### src/rtl/slot_pkg.sv
// Shared types and constants for the slot reel datapath: stop encodings,
// spinner state encoding and the LFSR polynomial used by all randomisers.
package slot_pkg;

    localparam int          NUM_P_STOPS = 32;
    localparam logic [15:0] LFSR_MASK   = 16'hB400;

    typedef logic [5:0] v_stop_t;
    typedef logic [4:0] p_stop_t;

    typedef enum logic [1:0] {
        ST_IDLE,
        ST_SPIN,
        ST_SETTLE,
        ST_DONE
    } spin_state_t;

    // Physical stops form a ring; the 5-bit add wraps 31 back to 0.
    function automatic p_stop_t next_stop(input p_stop_t p);
        return p + 5'd1;
    endfunction

endpackage

### src/rtl/lfsr16.sv
// Free-running 16-bit Galois LFSR (right-shifting), shared by reel spinners
// and the payout randomiser.
module lfsr16 #(
    parameter logic [15:0] SEED = 16'hACE1,
    parameter logic [15:0] MASK = 16'hB400
) (
    input  logic        clk,
    input  logic        rst_n,
    output logic [15:0] q
);

    always_ff @(posedge clk) begin
        if (!rst_n) begin
            q <= SEED;
        end else if (q[0]) begin
            q <= (q >> 1) ^ MASK;
        end else begin
            q <= q >> 1;
        end
    end

endmodule

### src/rtl/reel_spinner.sv
// Per-reel spin controller: draws a random virtual stop, spins the displayed
// position for a minimum number of steps, then decelerates onto the mapped stop.
module reel_spinner
    import slot_pkg::*;
#(
    parameter int          MIN_SPIN_STEPS = 64,
    parameter int          STEP_DIV       = 2,
    parameter int          SETTLE_DIV     = 4,
    parameter logic [15:0] LFSR_SEED      = 16'hACE1
) (
    input  logic       clk,
    input  logic       rst_n,
    input  logic       tick,
    input  logic       start,
    output logic [5:0] v_reel,
    input  logic [4:0] p_target,
    output logic [4:0] position,
    output logic       busy,
    output logic       done
);

    localparam logic [3:0] STEP_LAST   = 4'(STEP_DIV - 1);
    localparam logic [3:0] SETTLE_LAST = 4'(SETTLE_DIV - 1);
    localparam logic [9:0] MIN_STEPS   = 10'(MIN_SPIN_STEPS);

    logic [15:0] lfsr_q;
    logic        unused_lfsr_bits;

    spin_state_t state, state_nxt;
    logic [3:0]  div_cnt, div_cnt_nxt;
    logic [9:0]  step_cnt, step_cnt_nxt;
    p_stop_t     target, target_nxt;
    p_stop_t     pos_nxt;
    v_stop_t     v_reel_nxt;
    logic        busy_nxt, done_nxt;

    lfsr16 #(
        .SEED (LFSR_SEED),
        .MASK (LFSR_MASK)
    ) u_lfsr (
        .clk   (clk),
        .rst_n (rst_n),
        .q     (lfsr_q)
    );

    // Only the low six bits feed the virtual stop draw.
    assign unused_lfsr_bits = ^lfsr_q[15:6];

    always_ff @(posedge clk) begin
        if (!rst_n) begin
            state    <= ST_IDLE;
            div_cnt  <= '0;
            step_cnt <= '0;
            target   <= '0;
            position <= '0;
            v_reel   <= '0;
            busy     <= 1'b0;
            done     <= 1'b0;
        end else begin
            state    <= state_nxt;
            div_cnt  <= div_cnt_nxt;
            step_cnt <= step_cnt_nxt;
            target   <= target_nxt;
            position <= pos_nxt;
            v_reel   <= v_reel_nxt;
            busy     <= busy_nxt;
            done     <= done_nxt;
        end
    end

    always_comb begin
        state_nxt    = state;
        div_cnt_nxt  = div_cnt;
        step_cnt_nxt = step_cnt;
        target_nxt   = target;
        pos_nxt      = position;
        v_reel_nxt   = v_reel;

        case (state)
            ST_IDLE: begin
                if (start) begin
                    v_reel_nxt   = lfsr_q[5:0];
                    div_cnt_nxt  = '0;
                    step_cnt_nxt = '0;
                    state_nxt    = ST_SPIN;
                end
            end
            ST_SPIN: begin
                if (tick) begin
                    if (div_cnt == STEP_LAST) begin
                        div_cnt_nxt  = '0;
                        pos_nxt      = next_stop(position);
                        step_cnt_nxt = step_cnt + 10'd1;
                        if (step_cnt + 10'd1 == MIN_STEPS) begin
                            target_nxt = p_target;
                            state_nxt  = ST_SETTLE;
                        end
                    end else begin
                        div_cnt_nxt = div_cnt + 4'd1;
                    end
                end
            end
            ST_SETTLE: begin
                // Equality here is only possible on entry; later steps exit on landing.
                if (position == target) begin
                    state_nxt = ST_DONE;
                end else if (tick) begin
                    if (div_cnt == SETTLE_LAST) begin
                        div_cnt_nxt = '0;
                        pos_nxt     = next_stop(position);
                        if (next_stop(position) == target) begin
                            state_nxt = ST_DONE;
                        end
                    end else begin
                        div_cnt_nxt = div_cnt + 4'd1;
                    end
                end
            end
            ST_DONE: begin
                state_nxt = ST_IDLE;
            end
            default: begin
                state_nxt = ST_IDLE;
            end
        endcase

        busy_nxt = (state_nxt == ST_SPIN) || (state_nxt == ST_SETTLE);
        done_nxt = (state_nxt == ST_DONE);
    end

endmodule
### config.mk
export PLATFORM = sky130hd
export DESIGN_NAME = reel_spinner
export DESIGN_NICKNAME = d
export VERILOG_FILES = /design/src/rtl/slot_pkg.sv /design/src/rtl/lfsr16.sv /design/src/rtl/reel_spinner.sv
export SDC_FILE = /design/constraint.sdc
export NUM_CORES = 1
export LEC_CHECK = 0
export CAP_MARGIN = 25
export CORE_MARGIN = 2
export CORE_UTILIZATION = 33
export CTS_BUF_LIST = sky130_fd_sc_hd__clkbuf_8
export DETAILED_ROUTE_END_ITERATION = 16
export GPL_ROUTABILITY_DRIVEN = 0
export GPL_TIMING_DRIVEN = 0
export PLACE_DENSITY = 0.56
export SYNTH_ARGS = -nofsm -noshare
export SYNTH_HDL_FRONTEND = slang
export SYNTH_SLANG_ARGS = --single-unit
### constraint.sdc
create_clock -name clk -period 4.1 [get_ports clk]
set_input_delay 1.23 -clock clk [delete_from_list [all_inputs] [get_ports clk]]
set_output_delay 1.23 -clock clk [all_outputs]
set_load 0.02 [all_outputs]
# --- After elaboration in Yosys (flattened, before gate mapping) ---
# Cells that the tools add are included.
op_classes:
  add_sub_neg: 3
  multipliers: 0
  n_div: 0
  n_lt_le_gt_ge: 0
  n_eq_ne: 17
  shifts: 0
  muxes: 27
  n_bitwise: 1
  n_reduce_logical: 10
ops:
  columns: ["operator", "count"]
  rows:
  - ["$mux 10", 3]
  - ["$mux 5", 5]
  - ["$mux 4", 6]
  - ["$pmux 10 s2", 1]
  - ["$mux 16", 1]
  - ["$mux 2", 8]
  - ["$ne 2x2->1 const B", 6]
  - ["$pmux 4 s3", 1]
  - ["$add 10x1->10 const B", 1]
  - ["$eq 10x7->1 const B", 1]
  - ["$eq 5x5->1", 2]
  - ["$pmux 5 s2", 1]
  - ["$eq 2x2->1 const B", 4]
  - ["$pmux 2 s4", 1]
  - ["$reduce_and 4->1", 2]
  - ["$reduce_and 6->1", 1]
  - ["$add 5x1->5 const B", 1]
  - ["$reduce_and 5->1", 1]
  - ["$add 4x1->4 const B", 1]
  - ["$eq 2x1->1 const B", 2]
  - ["$eq 4x1->1 const B", 1]
  - ["$eq 4x2->1 const B", 1]
  - ["$not 3->4", 1]
  - ["$reduce_bool 2->1", 2]
  - ["4 further kinds", 4]
word_totals:
  ff_bits: 50
  latchBits: 0
  ram_bits: 0
  mem_bits_ro: 0
  memories: 0

# --- Logic depth before layout (Yosys ltp) ---
depth:
  ltp_word: 9
  ltp_mapped: 9
  ltp_nobuf: 8

# --- By module ---
# A second synthesis with hierarchy kept.
unflattened:
  hier_cells: 282
  hier_area_um2: 2493.6
modules_own_cells:
  columns: ["module", "instances", "cells_per_inst", "area_per_inst_um2", "seq_area_each_um2"]
  rows:
  - ["reel_spinner", 1, 246, 2040.7, 680.7]
  - ["lfsr16", 1, 36, 452.9, 320.3]

# --- Worst setup path before layout ---
# OpenSTA, ideal clock, no wires.
synth_timing:
  kind: "in2reg"
  startpoint: "in start"
  endpoint: "reg busy"
  setup_time_ps: 115
  arrival_time_ps: 2608
  required_time_ps: 3985
  path_slack_ps: 1377
  cell_stages: 7
  path_buffers: 1
  path_cell_list: "buf_2 > nor2b_1 > or3_1 > a221oi_1 > a22oi_1 > ha_1 > and2_1"
synth_via:
  elab_chain_cells: 4
  elab_cells_between_ends: 5
synth_rtl:
  columns: ["element", "line", "source"]
  rows:
  - ["start: declaration", "reel_spinner.sv:14", "input logic start,"]
  - ["$mux 2 *", "reel_spinner.sv:81", "if (start) begin"]
  - ["$pmux 2 s4 *", "reel_spinner.sv:79", "case (state)"]
  - ["via state_nxt[1]", "reel_spinner.sv:29", "spin_state_t state, state_nxt;"]
  - ["$eq 2x1->1 or $eq 2x2->1 (tied branches)", "reel_spinner.sv:127", "busy_nxt = (state_nxt == ST_SPIN) || (state_nxt == ST_SETTLE);"]
  - ["$logic_or 1x1->1 *", "reel_spinner.sv:127", null]
  - ["via busy_nxt", "reel_spinner.sv:35", "logic busy_nxt, done_nxt;"]
  - ["end signal: assignment", "reel_spinner.sv:66", "busy <= busy_nxt;"]
  - ["end: declaration", "reel_spinner.sv:18", "output logic busy,"]
# The timed path passes the listed nets; every way through them passes the cells marked *.
# A chain may end at the register's enable or synchronous reset.

# --- Worst setup path after layout ---
layout_timing:
  startpoint: "in tick"
  endpoint: "reg busy"
layout_via:
  elab_chain_cells: 5
  elab_cells_between_ends: 7
layout_rtl:
  columns: ["element", "line", "source"]
  rows:
  - ["start: declaration", "reel_spinner.sv:13", "input logic tick,"]
  - ["$mux 2", "reel_spinner.sv:107", "end else if (tick) begin"]
  - ["$mux 2", "reel_spinner.sv:105", "if (position == target) begin"]
  - ["$pmux 2 s4 *", "reel_spinner.sv:79", null]
  - ["$eq 2x1->1 or $eq 2x2->1 (tied branches)", "reel_spinner.sv:127", null]
  - ["$logic_or 1x1->1 *", "reel_spinner.sv:127", null]
  - ["via busy_nxt", "reel_spinner.sv:35", null]
# Marks and branches as above.

==> results_dict.tcl <==
set metrics [dict create \
    synth_ff_type "dfxtp_1" \
    area_growth_pct 19.45 \
    via_per_inst 4.935 \
    synth-compound-area-share_pct 14.55 \
    synth_top_family_by_area "simple AND/OR/NAND/NOR gates" \
    synth_nets 275 \
    p_total_mw 1.044 \
    synthXorXnorAreaFrac_pct 4.745 \
    grt_pass1_vias 1832 \
    drc_errors 0 \
    drive_above_1_share_pct 10.18 \
    htree_num_levels 2 \
    finalCritPeriodShare_pct 74.45 \
    maxCapViolCount 0 \
    final_cell_mix "50 x dfxtp_1, 26 x nor2_1, 20 x clkdlybuf4s50_1, 19 x nand2_1, 12 x a21oi_1" \
    synthAdderAreaFrac_pct 4.692 \
    dieHeight_um 89.28 \
    worst_pin_slew_ns 0.6036 \
    synth_cell_types 52 \
    root_buffer "clkbuf_8" \
    routed_wl_um 4875 \
    synth_edf_count 0 \
    final_util_pct 40.16 \
    cp-start-kind "primary input" \
    dp_hpwl_um 3500 \
    io_buffers 20 \
    coreArea_um2 7137 \
    fin_crit_ns 3.052 \
    io_pins 22 \
    crit_required_ns 4.30 \
    ys.warnings.count 0 \
    crit_arrival_ns 3.25 \
    tns_ns 0 \
    wl_per_cell_um 12.70 \
    setup_viol 0 \
    postCtsSetupBuffers 0 \
    clockBufferDepth 2 \
    synth-simple-area-share_pct 26.28 \
    die_w_um 89.28 \
    wl_met1_um 2367 \
    synth-seq-cells 50 \
    synth_area_um2 2400 \
    drt.antenna.violating_nets 0 \
    cts_hold_buf 0 \
    wl_met2_um 2272 \
    clock_latency_ns 0.30 \
    ys_seq_area_share_pct 41.71 \
    tritoncts "yes" \
    top_layer "met4" \
    hold_viol 0 \
    overflow 0 \
    avgSynthCellArea_um2 9.338 \
    path_max_fanout 6 \
    start_util_pct 33.63 \
    syn-instance-count 257 \
    antenna_found_initial 0 \
    synth_top_area_share_pct 41.71 \
    final_common_cell "dfxtp_1" \
    fin_nets 302 \
    path_class "in2reg" \
    n_fill_cell 764 \
    skew_ns 0.003664 \
    max_freq_ghz 0.3276 \
    maxSlewHeadroom_pct 59.46 \
    rows 31 \
    vias 1895 \
    clk_pin_slew_ns 0.09 \
    finalMaxSlewViolations 0 \
    yosys-top-cells-area "dfxtp_1 42%, ha_1 4.7%, nor2_1 4.1%" \
    endpoint_kind "flip-flop" \
    status "completed" \
    drt_iter0_markers 55 \
    n_antenna_cell 0 \
    dr.pass1.iters 4 \
    grt_max_degree 16 \
    grt.total_usage_pct 13.26 \
    cts_made_buffers 5 \
    grt_pass1_wl_um 8321 \
    die_area_um2 7970 \
    cts_resized 0 \
    p_per_area_nw_per_um2 364.1 \
    async_flop_share_pct 0 \
    synthMuxAreaShare_pct 4.223 \
    rsz0062_at_grt "no" \
    route.met3.wl_um 177 \
    yosys.area.top_type "dfxtp_1" \
    min_path_type "reg2reg" \
    leakagePower_nw 1.039 \
    clock_sinks 50 \
    ir_worst_vdd_mv 0.2108 \
]
-- where the power goes --
| group | switching, mW | leakage, nW | internal, mW |
|---|---|---|---|
| Combinational | 0.0614 | 0.559 | 0.0469 |
| Clock | 0.162 | 0.0714 | 0.260 |
| Sequential | 0.0102 | 0.409 | 0.503 |
-- sequential cells by signal, indices dropped and copies added (netlist names) --
register / count
state: 2
busy: 1
step_cnt: 10
position: 5
u_lfsr.q: 16
done: 1
div_cnt: 4
v_reel: 6
target: 5
-- metrics by stage --
| step | hold WS [ns] | area (um^2) | worst slack [ns] | std cells |
|---|---|---|---|---|
| after floorplan | 0.3863 | 2400 | 1.377 | 257 |
| after global placement | 0.3882 | 2724 | 0.7341 | 376 |
| after detailed placement | 0.3954 | 2724 | 0.7194 | 376 |
| after CTS | 0.4174 | 2867 | 1.038 | 384 |
| after global routing | 0.4343 | 2867 | 0.9403 | 384 |
| final | 0.4119 | 2867 | 1.048 | 384 |
-- Yosys cell counts (all sizes together) (6+ instances only) --
cell / number
nand2b: 7
nand2: 19
inv: 8
buf: 6
and2: 10
nor2: 26
clkbuf: 6
dfxtp: 50
o21ai: 11
nand3: 11
xnor2: 8
mux2i: 9
ha: 9
a21oi: 12
-- area by class of cell --
class	instances	area (um^2)	area share, %
repair buffers	20	200.2	6.984
plain buffers	12	61.31	2.139
inverters	8	30.03	1.048
multi-input cells	187	1308	45.61
well taps	99	123.9	4.321
flip-flops and latches	50	1001	34.92
clock buffers	6	82.58	2.881
clock inverters	2	60.06	2.095
-- critical path, cell delays in order --
cell             delay (ns)
clkdlybuf4s50_1        0.58
nand4bb_4              0.19
o311a_1                0.37
a211oi_1               0.28
a31oi_1                0.14
ha_1                   0.29
and2_1                 0.15
-- worst paths after layout --
path / startpoint / to / slack, ns / depth (start not counted)
max: tick / busy$_SDFF_PN0_ / 1.05 / 7
min: u_lfsr.q[7]$_SDFF_PN1_ / u_lfsr.q[6]$_SDFF_PN1_ / 0.41 / 1
max reg2reg: state[0]$_SDFF_PN0_ / busy$_SDFF_PN0_ / 1.80 / 8
min reg2reg: u_lfsr.q[7]$_SDFF_PN1_ / u_lfsr.q[6]$_SDFF_PN1_ / 0.41 / 1
-- kinds of logic after synthesis --
group,count (synthesis)
AOI/OAI and AO/OA,49
xor gates and xnor gates,13
adders and majority gates,9
buffers and inverters,20
DFF,50
muxes,10
and+or+nand+nor,106
-- per-layer routing --
| layer | up-vias | GRT usage [%] |
|---|---|---|
| li1 | 967 | - |
| met1 | 894 | 17.37 |
| met2 | 27 | 21.68 |
| met3 | 7 | 3.601 |
| met4 | 0 | 3.392 |
| met5 | - | 0 |
Note: power is estimated with default switching activity, not from simulation.
==> edit (same flow settings) <==
Put one more register stage on the output `position`, with the module's reset. The value now appears one clock later. The other outputs are not delayed to match.
--- a/src/rtl/reel_spinner.sv
+++ b/src/rtl/reel_spinner.sv
@@ -23,4 +23,6 @@
     localparam logic [3:0] SETTLE_LAST = 4'(SETTLE_DIV - 1);
     localparam logic [9:0] MIN_STEPS   = 10'(MIN_SPIN_STEPS);
+
+    logic [4:0] position_s0;
 
     logic [15:0] lfsr_q;
@@ -53,5 +55,5 @@
             step_cnt <= '0;
             target   <= '0;
-            position <= '0;
+            position_s0 <= '0;
             v_reel   <= '0;
             busy     <= 1'b0;
@@ -62,5 +64,5 @@
             step_cnt <= step_cnt_nxt;
             target   <= target_nxt;
-            position <= pos_nxt;
+            position_s0 <= pos_nxt;
             v_reel   <= v_reel_nxt;
             busy     <= busy_nxt;
@@ -74,5 +76,5 @@
         step_cnt_nxt = step_cnt;
         target_nxt   = target;
-        pos_nxt      = position;
+        pos_nxt      = position_s0;
         v_reel_nxt   = v_reel;
 
@@ -90,5 +92,5 @@
                     if (div_cnt == STEP_LAST) begin
                         div_cnt_nxt  = '0;
-                        pos_nxt      = next_stop(position);
+                        pos_nxt      = next_stop(position_s0);
                         step_cnt_nxt = step_cnt + 10'd1;
                         if (step_cnt + 10'd1 == MIN_STEPS) begin
@@ -103,11 +105,11 @@
             ST_SETTLE: begin
                 // Equality here is only possible on entry; later steps exit on landing.
-                if (position == target) begin
+                if (position_s0 == target) begin
                     state_nxt = ST_DONE;
                 end else if (tick) begin
                     if (div_cnt == SETTLE_LAST) begin
                         div_cnt_nxt = '0;
-                        pos_nxt     = next_stop(position);
-                        if (next_stop(position) == target) begin
+                        pos_nxt     = next_stop(position_s0);
+                        if (next_stop(position_s0) == target) begin
                             state_nxt = ST_DONE;
                         end
@@ -129,3 +131,11 @@
     end
 
+    always_ff @(posedge clk) begin
+        if (!rst_n) begin
+            position <= '0;
+        end else begin
+            position <= position_s0;
+        end
+    end
+
 endmodule
Check against the original RTL: not equivalent (a bounded check fails within 4 cycles, from zero or initial values and one cycle with rst_n low).
==> edit against the unedited design <==
  * Setup slack got worse by 0.081 ns
  * Routed wire length rose by 2.2%
  * Count of clock-buffer cells in the layout fell by 1
  * Global-route usage fell by 0.64 points
  * Sequential cell count rose by 5
  * Power rose by 3.8%
  * Sequential share of layout area rose by 3.2 points
  * Synthesized area rose by 2.5%
  * Fmax fell by 2.6%
  * Final area rose by 0.83%
==> edit: results (changes against the unedited design) <==
- Arrival time of data at the critical path endpoint: 3.35 ns (+0.10 ns)
- Worst-case headroom to the max-slew limit: 0.570 (-0.0250)
- Antenna violations before repair: 0 (unchanged)
- Reg-to-reg startpoint: position_s0[0]
- Max-slew violation count: 0 (unchanged)
- Filler cell count in the final layout: 747 (-2.2%)
- Share of synthesized area occupied by flip-flops and latches: 0.448 (+0.0305)
- Most instantiated flip-flop cell in the synthesis netlist: sky130_fd_sc_hd__dfxtp_1
- Wire length of the first global-routing pass: 8420 um (+1.2%)
- Largest registers: u_lfsr.q: 16 flops, step_cnt: 10 flops, v_reel: 6 flops
- Largest net degree at the start of global routing: 17 (+1)
- Violation count after the first detailed-routing iteration: 88 (+60%)
- Count of placed standard cells in the final layout, fillers left out: 397 (+3.4%)
- Inserted Clock Buffers: 5 (unchanged)
- Worst Hold Launch: u_lfsr.q[7]
- Clk Latency, worst-skew pair: 0.31 ns
- CTS H-Tree Depth: 2 (unchanged)
- Synthesized area per cell: 9.08 um^2 (-2.8%)
- Diodes inserted: 0 (unchanged)
- Launch point of the worst path: tick
- Static leakage: 1.10 nW (+6.0%)
- Cell types with the highest counts after synthesis: 55 x sky130_fd_sc_hd__dfxtp_1, 25 x sky130_fd_sc_hd__nor2_1, 21 x sky130_fd_sc_hd__a21oi_1, 17 x sky130_fd_sc_hd__nand2_1, 16 x sky130_fd_sc_hd__nand3_1
- Slowest cell delay on critical path: 0.54 ns (-0.04 ns)
- Worst slack at placement: 0.664 ns (-0.0555 ns)
- Share of layout cells above drive strength 1: 0.0537 (-0.0481)
- WL/cell: 12.5 um (-1.2%)
- Port buffer count: 20 (unchanged)
- YS warnings: 0 (unchanged)
- Placed instance area: 2780 um^2 (+2.2%)
- CTS resizes: 0 (unchanged)
- Tightest Hold Check Type: flop to flop
- Run status: completed
- Synth area leaders: sky130_fd_sc_hd__dfxtp_1 45%, sky130_fd_sc_hd__ha_1 4.6%, sky130_fd_sc_hd__a21oi_1 4.3%
- Global routing usage summed across all routing layers: 0.126 (-0.00643)
- Critical path's top delay family: buffers and inverters
- Largest fanout on the critical path: 6 (unchanged)
- Number of distinct standard cells referenced by the synthesized netlist: 45 (-13%)
- Clk_skew: 0.00536 ns (+0.00169 ns)
- Number of instances in the placed design: 390 (+3.7%)
- Logic depth of the worst register-to-register path: 8 (unchanged)
- Detailed-placement wirelength estimate: 3550 um (+1.3%)
- Via count: 1893 (-0.11%)
- Detailed-routing iteration count for the pre-antenna-repair pass: 4 (unchanged)
- Vias in the first global route: 1770 (-3.4%)
- Number of nets at the end of the flow: 316 (+4.6%)
- Worst IR Drop VDD: 189 uV (-10%)
- Synth Net Count: 289 (+5.1%)
- Critical-path top delay cell: sky130_fd_sc_hd__clkdlybuf4s50_1
edit: logic make-up after synthesis:
| logic type | synth area share |
|---|---|
| buf+inv | 0.0376 |
| mux | 0.0285 |
| fa+ha+maj | 0.0458 |
| xor+xnor | 0.0498 |
| compound gates | 0.165 |
| simple gates | 0.225 |
| flops | 0.448 |
edit: power breakdown:
part	internal, W	switching (W)
Combinational	0.0000667	0.0000909
Sequential	0.000555	0.0000133
Clock	0.000179	0.000178
edit: worst register-to-register path: stages, from the launching register on:
cell	delay, ns
sky130_fd_sc_hd__dfxtp_1	0.45
sky130_fd_sc_hd__ha_1	0.26
sky130_fd_sc_hd__nor2b_1	0.25
sky130_fd_sc_hd__a211oi_1	0.11
sky130_fd_sc_hd__o31ai_1	0.44
sky130_fd_sc_hd__a211oi_2	0.17
sky130_fd_sc_hd__a211oi_1	0.31
sky130_fd_sc_hd__ha_1	0.28
sky130_fd_sc_hd__and2_1	0.13
edit: layout make-up:
type	instances	area, um^2	share of cell area
inverters	11	41.3	0.0143
clock inverters	2	37.5	0.0130
plain buffers	11	51.3	0.0177
repair buffers	20	200	0.0693
multi-input cells	194	1270	0.438
well taps	99	124	0.0429
clock buffers	5	68.8	0.0238
flip-flops and latches	55	1100	0.381
edit: worst paths after layout:
check,end,slack (ns)
worst max-delay path,busy,0.97
worst max register to register,busy,1.60
worst min register to register,u_lfsr.q[6],0.41
worst min-delay path,u_lfsr.q[6],0.41
edit: routing by layer:
metal	up-vias	GRT usage	wire [um]
li1	1006	-	-
met1	850	0.175	2530
met2	30	0.196	2220
met3	7	0.0292	157
met4	0	0.0385	66
met5	-	0	0
